File: config.mk
export PLATFORM = sky130hd
export DESIGN_NAME = sm_seq_divider
export DESIGN_NICKNAME = d
export VERILOG_FILES = /design/src/rtl/sm_seq_divider.sv
export SDC_FILE = /design/constraint.sdc
export NUM_CORES = 1
export LEC_CHECK = 0
export ABC_AREA = 1
export BUFFER_PORTS_ARGS = -buffer_cell sky130_fd_sc_hd__buf_4
export CORE_MARGIN = 2
export CORE_UTILIZATION = 52
export DETAILED_ROUTE_END_ITERATION = 6
export PLACE_DENSITY = 0.83
export RECOVER_POWER = 25
export SYNTH_ARGS = -nofsm -noshare
export SYNTH_HDL_FRONTEND = slang
export SYNTH_SLANG_ARGS = --single-unit
File: constraint.sdc
create_clock -name clk -period 3.25 [get_ports clk]
set_clock_uncertainty 0.05 [all_clocks]
set_input_delay 0.65 -clock clk [delete_from_list [all_inputs] [get_ports clk]]
set_output_delay 0.65 -clock clk [all_outputs]
set_load 0.01 [all_outputs]
File: src/rtl/sm_seq_divider.sv
`default_nettype none
// ============================================================================
//  Module   : sm_seq_divider
//  Purpose  : Sequential sign-magnitude restoring divider, one quotient bit
//             per clock. Divides a sign + 2*MAG_W-bit magnitude dividend by a
//             sign + MAG_W-bit magnitude divisor. Returns a sign-magnitude
//             quotient and remainder through a start/busy/done handshake.
//  Ports    : clk, rst_n (async, active-low)
//             start              - request, sampled only while idle
//             dividend[2W:0]     - [2W] sign, [2W-1:0] magnitude
//             divisor[W:0]       - [W] sign, [W-1:0] magnitude
//             busy               - high while iterating
//             done               - one-cycle pulse, results valid from here
//             quotient[2W:0]     - sign-magnitude quotient (registered)
//             remainder[W:0]     - sign-magnitude remainder (registered)
//             div_by_zero        - divisor magnitude was zero (registered)
//  Revision : 1.0 - initial release
// ============================================================================
module sm_seq_divider #(
    parameter int MAG_W = 2
) (
    input  logic               clk,
    input  logic               rst_n,
    input  logic               start,
    input  logic [2*MAG_W:0]   dividend,
    input  logic [MAG_W:0]     divisor,
    output logic               busy,
    output logic               done,
    output logic [2*MAG_W:0]   quotient,
    output logic [MAG_W:0]     remainder,
    output logic               div_by_zero
);

    localparam int c_N     = 2 * MAG_W;
    localparam int c_CNT_W = $clog2(c_N + 1);
    localparam logic [c_CNT_W-1:0] c_LAST = c_CNT_W'(c_N - 1);

    typedef enum logic [1:0] {
        S_IDLE = 2'd0,
        S_CALC = 2'd1,
        S_DONE = 2'd2
    } state_t;

    state_t              state_q;
    logic [c_CNT_W-1:0]  cnt_q;
    // Dividend shifts out MSB-first while quotient bits shift in at the LSB,
    // so after c_N iterations this register holds the quotient magnitude.
    logic [c_N-1:0]      dq_q;
    logic [MAG_W-1:0]    dvs_q;
    logic [MAG_W-1:0]    prem_q;
    logic                sdvd_q;
    logic                sdvs_q;
    logic                busy_q;
    logic                done_q;
    logic [2*MAG_W:0]    quo_q;
    logic [MAG_W:0]      rem_q;
    logic                dbz_q;

    // Trial value is the MAG_W+1-bit partial remainder. The stored remainder
    // is always below the divisor, so MAG_W bits suffice between iterations.
    logic [MAG_W:0]      trial_d;
    logic                borrow_d;
    logic [MAG_W-1:0]    prem_d;
    logic [c_N-1:0]      dq_d;
    logic                qsign_d;
    logic                rsign_d;
    logic                dvs_zero_d;

    always_comb begin
        trial_d    = {prem_q, dq_q[c_N-1]};
        borrow_d   = (trial_d < {1'b0, dvs_q});
        // Without a borrow the true difference is below the divisor, so the
        // low MAG_W bits of the modular subtraction are exact.
        prem_d     = borrow_d ? trial_d[MAG_W-1:0] : (trial_d[MAG_W-1:0] - dvs_q);
        dq_d       = {dq_q[c_N-2:0], ~borrow_d};
        qsign_d    = (|dq_d) & (sdvd_q ^ sdvs_q);
        rsign_d    = (|prem_d) & sdvd_q;
        dvs_zero_d = (divisor[MAG_W-1:0] == '0);
    end

    always_ff @(posedge clk or negedge rst_n) begin
        if (!rst_n) begin
            state_q <= S_IDLE;
            cnt_q   <= '0;
            dq_q    <= '0;
            dvs_q   <= '0;
            prem_q  <= '0;
            sdvd_q  <= 1'b0;
            sdvs_q  <= 1'b0;
            busy_q  <= 1'b0;
            done_q  <= 1'b0;
            quo_q   <= '0;
            rem_q   <= '0;
            dbz_q   <= 1'b0;
        end else begin
            case (state_q)
                S_IDLE: begin
                    done_q <= 1'b0;
                    if (start) begin
                        sdvd_q <= dividend[2*MAG_W];
                        sdvs_q <= divisor[MAG_W];
                        dq_q   <= dividend[2*MAG_W-1:0];
                        dvs_q  <= divisor[MAG_W-1:0];
                        prem_q <= '0;
                        cnt_q  <= '0;
                        if (dvs_zero_d) begin
                            state_q <= S_DONE;
                            quo_q   <= '0;
                            rem_q   <= '0;
                            dbz_q   <= 1'b1;
                        end else begin
                            state_q <= S_CALC;
                            busy_q  <= 1'b1;
                        end
                    end
                end
                S_CALC: begin
                    dq_q   <= dq_d;
                    prem_q <= prem_d;
                    cnt_q  <= cnt_q + c_CNT_W'(1);
                    if (cnt_q == c_LAST) begin
                        state_q <= S_DONE;
                        busy_q  <= 1'b0;
                        done_q  <= 1'b1;
                        quo_q   <= {qsign_d, dq_d};
                        rem_q   <= {rsign_d, prem_d};
                        dbz_q   <= 1'b0;
                    end
                end
                S_DONE: begin
                    state_q <= S_IDLE;
                    cnt_q   <= '0;
                    // A normal result already pulsed done on entry; a
                    // divide-by-zero pulses done one edge later, on exit.
                    done_q  <= dbz_q;
                end
                default: begin
                    state_q <= S_IDLE;
                    busy_q  <= 1'b0;
                    done_q  <= 1'b0;
                end
            endcase
        end
    end

    assign busy        = busy_q;
    assign done        = done_q;
    assign quotient    = quo_q;
    assign remainder   = rem_q;
    assign div_by_zero = dbz_q;

endmodule
`default_nettype wire

==> impl_metrics.yaml, run 1 <==
outcome:
  status: "completed"
placed_design:
  place.port_buffers: 21
  dpl_cell_area_um2: 1470
  gp_congestion: 0.917
  hpwl_um: 1860
  place_ws_ns: 1.34
setup_path:
  cp_data_arrival_time_ns: 2.09
  cp_cell_sequence: "inv_1 -> ha_1 -> nand2_1 -> nand2_2 -> nand3_4 -> nand3b_1 -> nand2_1"
  required_ns: 3.46
  worst_path_most_repeated_cell: "nand2_1"
  slowest_stage: "dfrtp_1"
  start_kind: "flop"
  cp.buffers_inverters: 1
  cp_max_fo: 18
  endpoint_kind: "flop"
  critical-path-top-delay-family: "simple AND/OR/NAND/NOR gates"
  critPathMaxStageDelay_ns: 0.43
  worstSetupPathType: "reg2reg"
finish:
  fillers: 204
  multi_input_area_um2: 553
  layout.nets: 192
  area.growth.synth_to_final_pct: 14.6
  seq_area_um2: 651
  design_area_um2: 1490
  drive_gt1_share_pct: 19.2
  antenna_cells: 0
logic_synthesis:
  netlist_instances: 151
  syn_nets: 169
  synth_top_cell_by_area: "dfrtp_1"
  netlist_area_um2: 1300
  synth-seq-cells: 26
  yosysTopAreaCellShare_pct: 50.1
  synth_top_family_by_area: "simple AND/OR/NAND/NOR gates"
  ys_top_cells_by_area: "dfrtp_1, nand2_1, ha_1"
  yosysUniqueCellTypes: 19
  synth-simple-area-share_pct: 23.2
  synth-adder-area-share_pct: 6.74
  synth_warnings: 0
  synth.area.mux_share_pct: 0
  syn_avg_cell_area_um2: 8.60
  synth-compound-area-share_pct: 12.6
  ys_seq_area_share_pct: 50.1
  synth_xor_xnor_area_share_pct: 0
timing:
  slew_violations: 0
  rsz0062_at_grt: "false"
  fin_crit_sh_pct: 57.9
  worst_slack_ns: 1.37
  tns_ns: 0
  whs_ns: 0.452
  max_slew_margin_pct: 8.11
  worst_slew_pin_slew_ns: 1.38
  setup_viol: 0
  hold_viol_final: 0
  fin_crit_ns: 1.88
  maxClockFrequency_mhz: 532
clocking:
  cts_max_path_buffers: 2
  cts_setup_buffers: 0
  postCtsHoldBufs: 0
  clock-sinks: 26
  cts_tree: "built"
  clkTransAtPathRegs_ns: 0.14
  h-tree-depth: 1
  ctsResizeCount: 0
  clk_latency_ns: 0.32
  numCtsBuffers: 3
  root_buffer: "clkbuf_4"
global_route:
  grt_max_degree: 27
  overflow: 0
  grt_pass1_wl_um: 4090
  grt_pass1_vias: 976
  grt_use_total_pct: 19.4
  antenna_found_initial: 0
route:
  top_layer_used: "met4"
  vias_per_cell: 5.32
  drt_iter0_drc: 36
  route.vias.total: 1075
  wl_met1_um: 1170
  ant_nets: 0
  drc: 0
  met2_length_um: 1100
  routed_wl_um: 2450
  detail_route.first_pass.iterations: 5
  wl_met3_um: 130
  wl_per_cell_um: 12.1
pwr:
  ir_worst_vdd_uv: 613
  p_leak_nw: 0.780
  power_density_nw_per_um2: 929
flow_run:
  maxCapViolCount: 0
floorplanning:
  die_area_um2: 2910
  die_w_um: 54.0
  die_y_um: 54.0
  ios: 22
  start_util_pct: 53.9
  num_rows: 18
  core_um2: 2410
min_path:
  holdCritPathClass: "reg2reg"
[kinds of logic after synthesis]
family	after synthesis
and+or+nand+nor	69
adders and majority gates	7
AOI/OAI and AO/OA	27
buffers and inverters	22
DFF	26
[where the power goes]
part	total [mW]	internal, mW	switching, mW
Clock	0.133	0.0433	0.0900
Sequential	0.545	0.456	0.0894
Combinational	0.705	0.264	0.442
[Yosys cell counts]
cell and n:
a21oi_1 6, a31oi_1 4, buf_2 1, buf_8 1
clkbuf_1 1, dfrtp_1 26, ha_1 7, inv_1 19
nand2_1 41, nand2_2 3, nand3_1 9, nand3_4 1
nand3b_1 2, nand4_1 1, nor2_1 12, o21ai_0 9
o21ai_1 1, o21ai_2 6, o22ai_1 1
[final timing paths]
check | from | end | slack, ns | cells past startpoint
max | state_q[1]$_DFFE_PN0P_ | quotient[4]$_DFFE_PN0P_ | 1.37 | 7
min | quotient[4]$_DFFE_PN0P_ | quotient[4]$_DFFE_PN0P_ | 0.45 | 2
max reg2reg | state_q[1]$_DFFE_PN0P_ | quotient[4]$_DFFE_PN0P_ | 1.37 | 7
min reg2reg | quotient[4]$_DFFE_PN0P_ | quotient[4]$_DFFE_PN0P_ | 0.45 | 2
max in group asynchronous | rst_n | sdvs_q$_DFFE_PN0P_ | 1.77 | 1
min in group asynchronous | rst_n | quotient[2]$_DFFE_PN0P_ | 0.57 | 1
[worst min-delay path, delay by kind of cell (launching register included)]
family           cells  cell delay [ns]
DFF                  1             0.37
and+or+nand+nor      2             0.11
[through the flow]
| step | power, mW | std cells | utilization, % |
|---|---|---|---|
| after CTS | 1.38 | 202 | 61.9 |
| after detailed placement | 1.25 | 199 | 61.0 |
| after global routing | 1.51 | 202 | 61.8 |
| after global placement | 1.22 | 199 | 61.0 |
| after floorplan | 1.06 | 151 | - |
| final | 1.38 | 202 | 61.8 |
[cell usage in the layout, fill, tap and decap left out]
master,n
nand3b_1,2
nor2_1,12
clkbuf_1,1
inv_1,19
dfrtp_1,26
nand4_1,1
buf_4,20
o21ai_2,6
nand3_4,1
nand2_2,3
a21oi_1,6
nand2_1,41
nand3_1,9
o21ai_0,9
a31oi_1,4
clkbuf_4,3
o21ai_1,1
ha_1,7
o22ai_1,1
[area by class of cell]
cell class	instances	share of cell area (%)
Clock buffer	3	1.51
Inverter	19	4.79
Multi-Input combinational cell	103	37.1
Sequential cell	26	43.7
Tap cell	30	2.52
Timing Repair Buffer	21	10.3
[state kept, by name, summed over array words and instances (netlist names)]
name,flops
quotient,5
dq_q,4
cnt_q,3
remainder,3
dvs_q,2
prem_q,2
state_q,2
busy,1
div_by_zero,1
done,1
sdvd_q,1
sdvs_q,1
[layer usage]
layer | track usage (%) | vias up
met5 | 0 | -
met2 | 31.5 | 41
met3 | 2.78 | 10
met4 | 9.58 | 0
li1 | - | 533
met1 | 25.4 | 491
Power figures use the tool's default switching activity.
==> run 2, diff against run 1 <==
- ABC_AREA: 1 -> 0
- CORE_UTILIZATION: 52 -> 49
- PLACE_DENSITY: 0.83 -> 0.82
- clock period: 3.25 -> 1.6 ns (I/O delays scaled with it)
==> impl_metrics.yaml, run 2 <==
clocking:
  numCtsBuffers: 3
  clock-sinks: 26
  cts_tree: "built"
  clkTransAtPathRegs_ns: 0.15
  h-tree-depth: 1
  root_buffer: "clkbuf_4"
  clk_latency_ns: 0.32
  cts_max_path_buffers: 2
timing:
  fin_crit_ns: 1.71
  max_slew_margin_pct: 54.8
  hold_viol_final: 0
  maxClockFrequency_mhz: 585
  worst_slew_pin_slew_ns: 0.677
  slew_violations: 0
  fin_crit_sh_pct: 107
  rsz0062_at_grt: "true"
  whs_ns: 0.169
  setup_viol: 15
  tns_ns: -0.871
  worst_slack_ns: -0.109
setup_path:
  cp.buffers_inverters: 1
  critPathMaxStageDelay_ns: 0.45
  critical-path-top-delay-family: "flip-flops"
  critical_path.startpoint: "state_q[0]$_DFFE_PN0P_"
  worst_r2r_path_depth: 5
  cp_cell_sequence: "inv_2 -> ha_4 -> a21boi_4 -> or3_4 -> mux2_4"
  r2r_start: "state_q[0]$_DFFE_PN0P_"
  slowest_stage: "dfrtp_1"
  rrSetupSlack_ns: -0.11
  endpoint_kind: "flop"
  cp_max_fo: 5
  cp_data_arrival_time_ns: 1.88
  start_kind: "flop"
  r2r_end: "remainder[0]$_DFFE_PN0P_"
  worstSetupPathType: "reg2reg"
  required_ns: 1.77
pwr:
  ir_worst_vdd_uv: 1690
  power_density_nw_per_um2: 1950
  p_total_mw: 3.88
  p_leak_nw: 0.935
finish:
  area.growth.synth_to_final_pct: 49.7
  layout.nets: 198
  drive_gt1_share_pct: 57.3
  fin_util_pct: 78.8
  final_cell_mix: "buf_4, dfrtp_1, nand2_1, o21ai_0, o21ai_2"
  largest_register_ffs: 5
  mostFrequentLayoutCell: "buf_4"
  antenna_cells: 0
  design_area_um2: 1990
  fin_cells: 208
logic_synthesis:
  syn_avg_cell_area_um2: 10.5
  synth.area.mux_share_pct: 12.0
  synth_top_cell_by_area: "dfrtp_1"
  synthMostInstantiatedCell: "dfrtp_1"
  syn_nets: 145
  synth-adder-area-share_pct: 6.60
  netlist_instances: 127
  synth-compound-area-share_pct: 12.6
  yosysUniqueCellTypes: 30
  synth-edff-count: 0
  synth_xor_xnor_area_share_pct: 0.660
  postSynth.asyncResetShare_pct: 100
  netlist_area_um2: 1330
  synth_ff_type: "dfrtp_1"
  yosysTopAreaCellShare_pct: 49.0
  synth_warnings: 0
  synth_top_family_by_area: "simple AND/OR/NAND/NOR gates"
  yosys-top-cells-count: "dfrtp_1, nand2_1, o21ai_0"
  ys_top_cells_by_area: "dfrtp_1, ha_1, mux2_2"
  ys_seq_area_share_pct: 49.0
  synth-simple-area-share_pct: 14.4
  synth-seq-cells: 26
route:
  wl_per_cell_um: 17.5
  drc: 0
  route.vias.total: 1154
  routed_wl_um: 3640
  drt_iter0_drc: 12
  ant_nets: 0
  vias_per_cell: 5.55
  detail_route.first_pass.iterations: 4
floorplanning:
  die_area_um2: 3140
  num_rows: 18
  die_w_um: 56.1
  core_um2: 2520
  ios: 22
  start_util_pct: 52.6
  die_y_um: 56.1
global_route:
  overflow: 0
  grt_max_degree: 27
  grt_use_total_pct: 22.5
  grt_pass1_wl_um: 5550
  antenna_found_initial: 0
  grt_pass1_vias: 1255
outcome:
  violations: "setup timing"
  status: "complete, but fails checks"
min_path:
  holdCritPathClass: "in2reg"
  min_path_cells: 2
  holdPathEnd: "sdvs_q$_DFFE_PN0P_"
  hp-start: "divisor[2]"
flow_run:
  maxCapViolCount: 0
placed_design:
  place.port_buffers: 21
  place_ws_ns: -0.136
  dpl_cell_area_um2: 1660
  hpwl_um: 2330
  gp_congestion: 0.735
  post-place-cells: 195
## run 2: how the worst max path moves through the flow
stage                          endpoint  slack [ns]  cells after the start
2_1_floorplan  remainder[0]$_DFFE_PN0P_       -0.12                      7
3_3_place_gp    quotient[3]$_DFFE_PN0P_       -0.09                      6
3_5_place_dp    quotient[3]$_DFFE_PN0P_       -0.14                      6
4_1_cts        remainder[1]$_DFFE_PN0P_       -0.04                      4
5_1_grt        remainder[0]$_DFFE_PN0P_       -0.13                      5
6_report       remainder[0]$_DFFE_PN0P_       -0.11                      5
## run 2: layer usage
layer	GRT usage [%]	wire [um]	vias up
li1	-	-	535
met3	2.79	130	6
met1	28.2	1570	577
met5	0	0	-
met4	7.48	57	0
met2	40.0	1880	36
## run 2: cell type report
class                   instances  area [um^2]
multi-input cells              89          823
flip-flops and latches         26          651
fillers                       152          536
repair buffers                 53          427
well taps                      30         37.5
inverters                       7         26.3
clock buffers                   3         22.5
## run 2: report_power, final
group	internal, mW	total [mW]	switching [mW]
Sequential	0.908	1.14	0.230
Combinational	1.34	2.46	1.12
Clock	0.0882	0.284	0.195
## run 2: repair_timing
| action | CTS | global route |
|---|---|---|
| gates resized for setup | 15 | 33 |
| gates cloned | 0 | 1 |
| buffers inserted | 6 | 4 |
| hold buffers | 1 | 0 |
| endpoints found under the setup margin | 14 | 21 |
| hold endpoints to repair | 26 | 0 |
| pin swaps | 6 | 13 |
## run 2: cell families after synthesis
| kind of cell | Yosys count |
|---|---|
| AND/OR/NAND/NOR | 40 |
| AO/OA/AOI/OAI | 27 |
| flip-flops | 26 |
| multiplexers | 14 |
| buffers and inverters | 12 |
| adder cells (fa/ha/maj) | 7 |
| XOR/XNOR | 1 |
==> run 3, diff against run 2 <==
- CELL_PAD_IN_SITES_DETAIL_PLACEMENT: default -> 0
- CELL_PAD_IN_SITES_GLOBAL_PLACEMENT: default -> 1
- CORE_UTILIZATION: 49 -> 38
- PLACE_DENSITY: 0.82 -> 0.81
==> impl_metrics.yaml, run 3 (same netlist as run 2, synthesis figures left out) <==
floorplanning:
  die_y_um: 63.1
  ios: 22
  num_rows: 21
  die_w_um: 63.1
  start_util_pct: 39.8
  die_area_um2: 3980
  core_um2: 3340
setup_path:
  cp_data_arrival_time_ns: 1.78
  cp_max_fo: 3
  start_kind: "flop"
  required_ns: 1.76
  endpoint_kind: "flop"
  worstSetupPathType: "reg2reg"
global_route:
  grt_pass1_wl_um: 4520
  antenna_found_initial: 0
  grt_pass1_vias: 1036
  grt_use_total_pct: 14.3
  overflow: 0
  grt_max_degree: 27
timing:
  worst_slew_pin_slew_ns: 0.647
  maxClockFrequency_mhz: 620
  rsz0062_at_grt: "true"
  fin_crit_sh_pct: 101
  fin_crit_ns: 1.61
  worst_slack_ns: -0.0133
  hold_viol_final: 0
  max_slew_margin_pct: 56.9
  slew_violations: 0
  setup_viol: 2
finish:
  fillers: 295
  seq_area_um2: 651
  largest_register_ffs: 5
  fin_cells: 216
  multi_input_area_um2: 734
  area.growth.synth_to_final_pct: 38.1
  final_cell_mix: "buf_4, dfrtp_1, nand2_1, o21ai_0"
  layout.nets: 190
  mostFrequentLayoutCell: "buf_4"
  antenna_cells: 0
  drive_gt1_share_pct: 48.8
outcome:
  status: "complete, but fails checks"
  violations: "setup timing"
clocking:
  h-tree-depth: 1
  clock-sinks: 26
  root_buffer: "clkbuf_4"
  cts_max_path_buffers: 2
  clk_latency_ns: 0.32
  numCtsBuffers: 3
  cts_tree: "built"
  clkTransAtPathRegs_ns: 0.13
route:
  wl_per_cell_um: 11.9
  vias_per_cell: 4.74
  ant_nets: 0
  drc: 0
  route.vias.total: 1024
  drt_iter0_drc: 52
  routed_wl_um: 2580
  detail_route.first_pass.iterations: 4
placed_design:
  hpwl_um: 1900
  gp_congestion: 0.778
  place.port_buffers: 21
  post-place-cells: 207
pwr:
  power_density_nw_per_um2: 1780
  p_leak_nw: 0.840
  ir_worst_vdd_uv: 887
  p_total_mw: 3.26
min_path:
  holdCritPathClass: "in2reg"
flow_run:
  maxCapViolCount: 0
==> run 3: area by class of cell <==
class	count	area share, %
clock buffer	3	1.23
timing repair buffer	45	18.6
inverter	7	1.43
multi-input combinational	89	40.1
sequential	26	35.5
tap	46	3.14
==> run 3: what timing repair did <==
| action | CTS | global route |
|---|---|---|
| pin swaps | 2 | 2 |
| buffers inserted | 1 | 4 |
| endpoints found under the setup margin | 10 | 13 |
| endpoints found under the hold margin | 26 | 0 |
| resized for setup | 13 | 14 |
| hold buffers | 1 | 0 |
==> run 3: critical path: stages, from the launching register on <==
cell     delay (ns)
dfrtp_1        0.38
ha_2           0.20
ha_4           0.15
nor2b_4        0.04
or3_4          0.39
mux2_4         0.30
==> run 3: metal layers <==
layer	vias to the layer above	wire length, um	track usage, %
li1	524	-	-
met1	480	1160	18.1
met2	16	1290	23.8
met3	4	83	2.68
met4	0	40	5.83
met5	-	0	0
==> run 3: path summary, 6_finish.rpt <==
kind,start,end,slack [ns],cells past startpoint
max in group asynchronous,rst_n,sdvd_q$_DFFE_PN0P_,0.59,2
hold / removal,dividend[4],sdvd_q$_DFFE_PN0P_,0.18,2
hold reg to reg,remainder[2]$_DFFE_PN0P_,remainder[2]$_DFFE_PN0P_,0.45,2
min in group asynchronous,rst_n,quotient[3]$_DFFE_PN0P_,0.49,2
setup / recovery,cnt_q[1]$_DFFE_PN0P_,remainder[0]$_DFFE_PN0P_,-0.01,5
setup reg to reg,cnt_q[1]$_DFFE_PN0P_,remainder[0]$_DFFE_PN0P_,-0.01,5
==> run 3: through the flow <==
stage / hold WS [ns] / TNS (ns) / instance area [um^2] / utilization [%] / setup WS (ns)
floorplan: -0.0256 / -0.829 / 1350 / - / -0.124
global placement: 0.193 / -0.544 / 1650 / 49.5 / -0.102
detailed placement: 0.199 / -0.846 / 1650 / 49.5 / -0.118
CTS: 0.166 / -0.0614 / 1760 / 52.8 / -0.0202
global route: 0.140 / -0.493 / 1830 / 54.9 / -0.0739
finish: 0.181 / -0.0253 / 1830 / 54.9 / -0.0133
==> run 3: report_power, final <==
part | switching (mW) | internal, mW
clock network | 0.183 | 0.0881
registers | 0.170 | 0.908
logic | 0.877 | 1.03
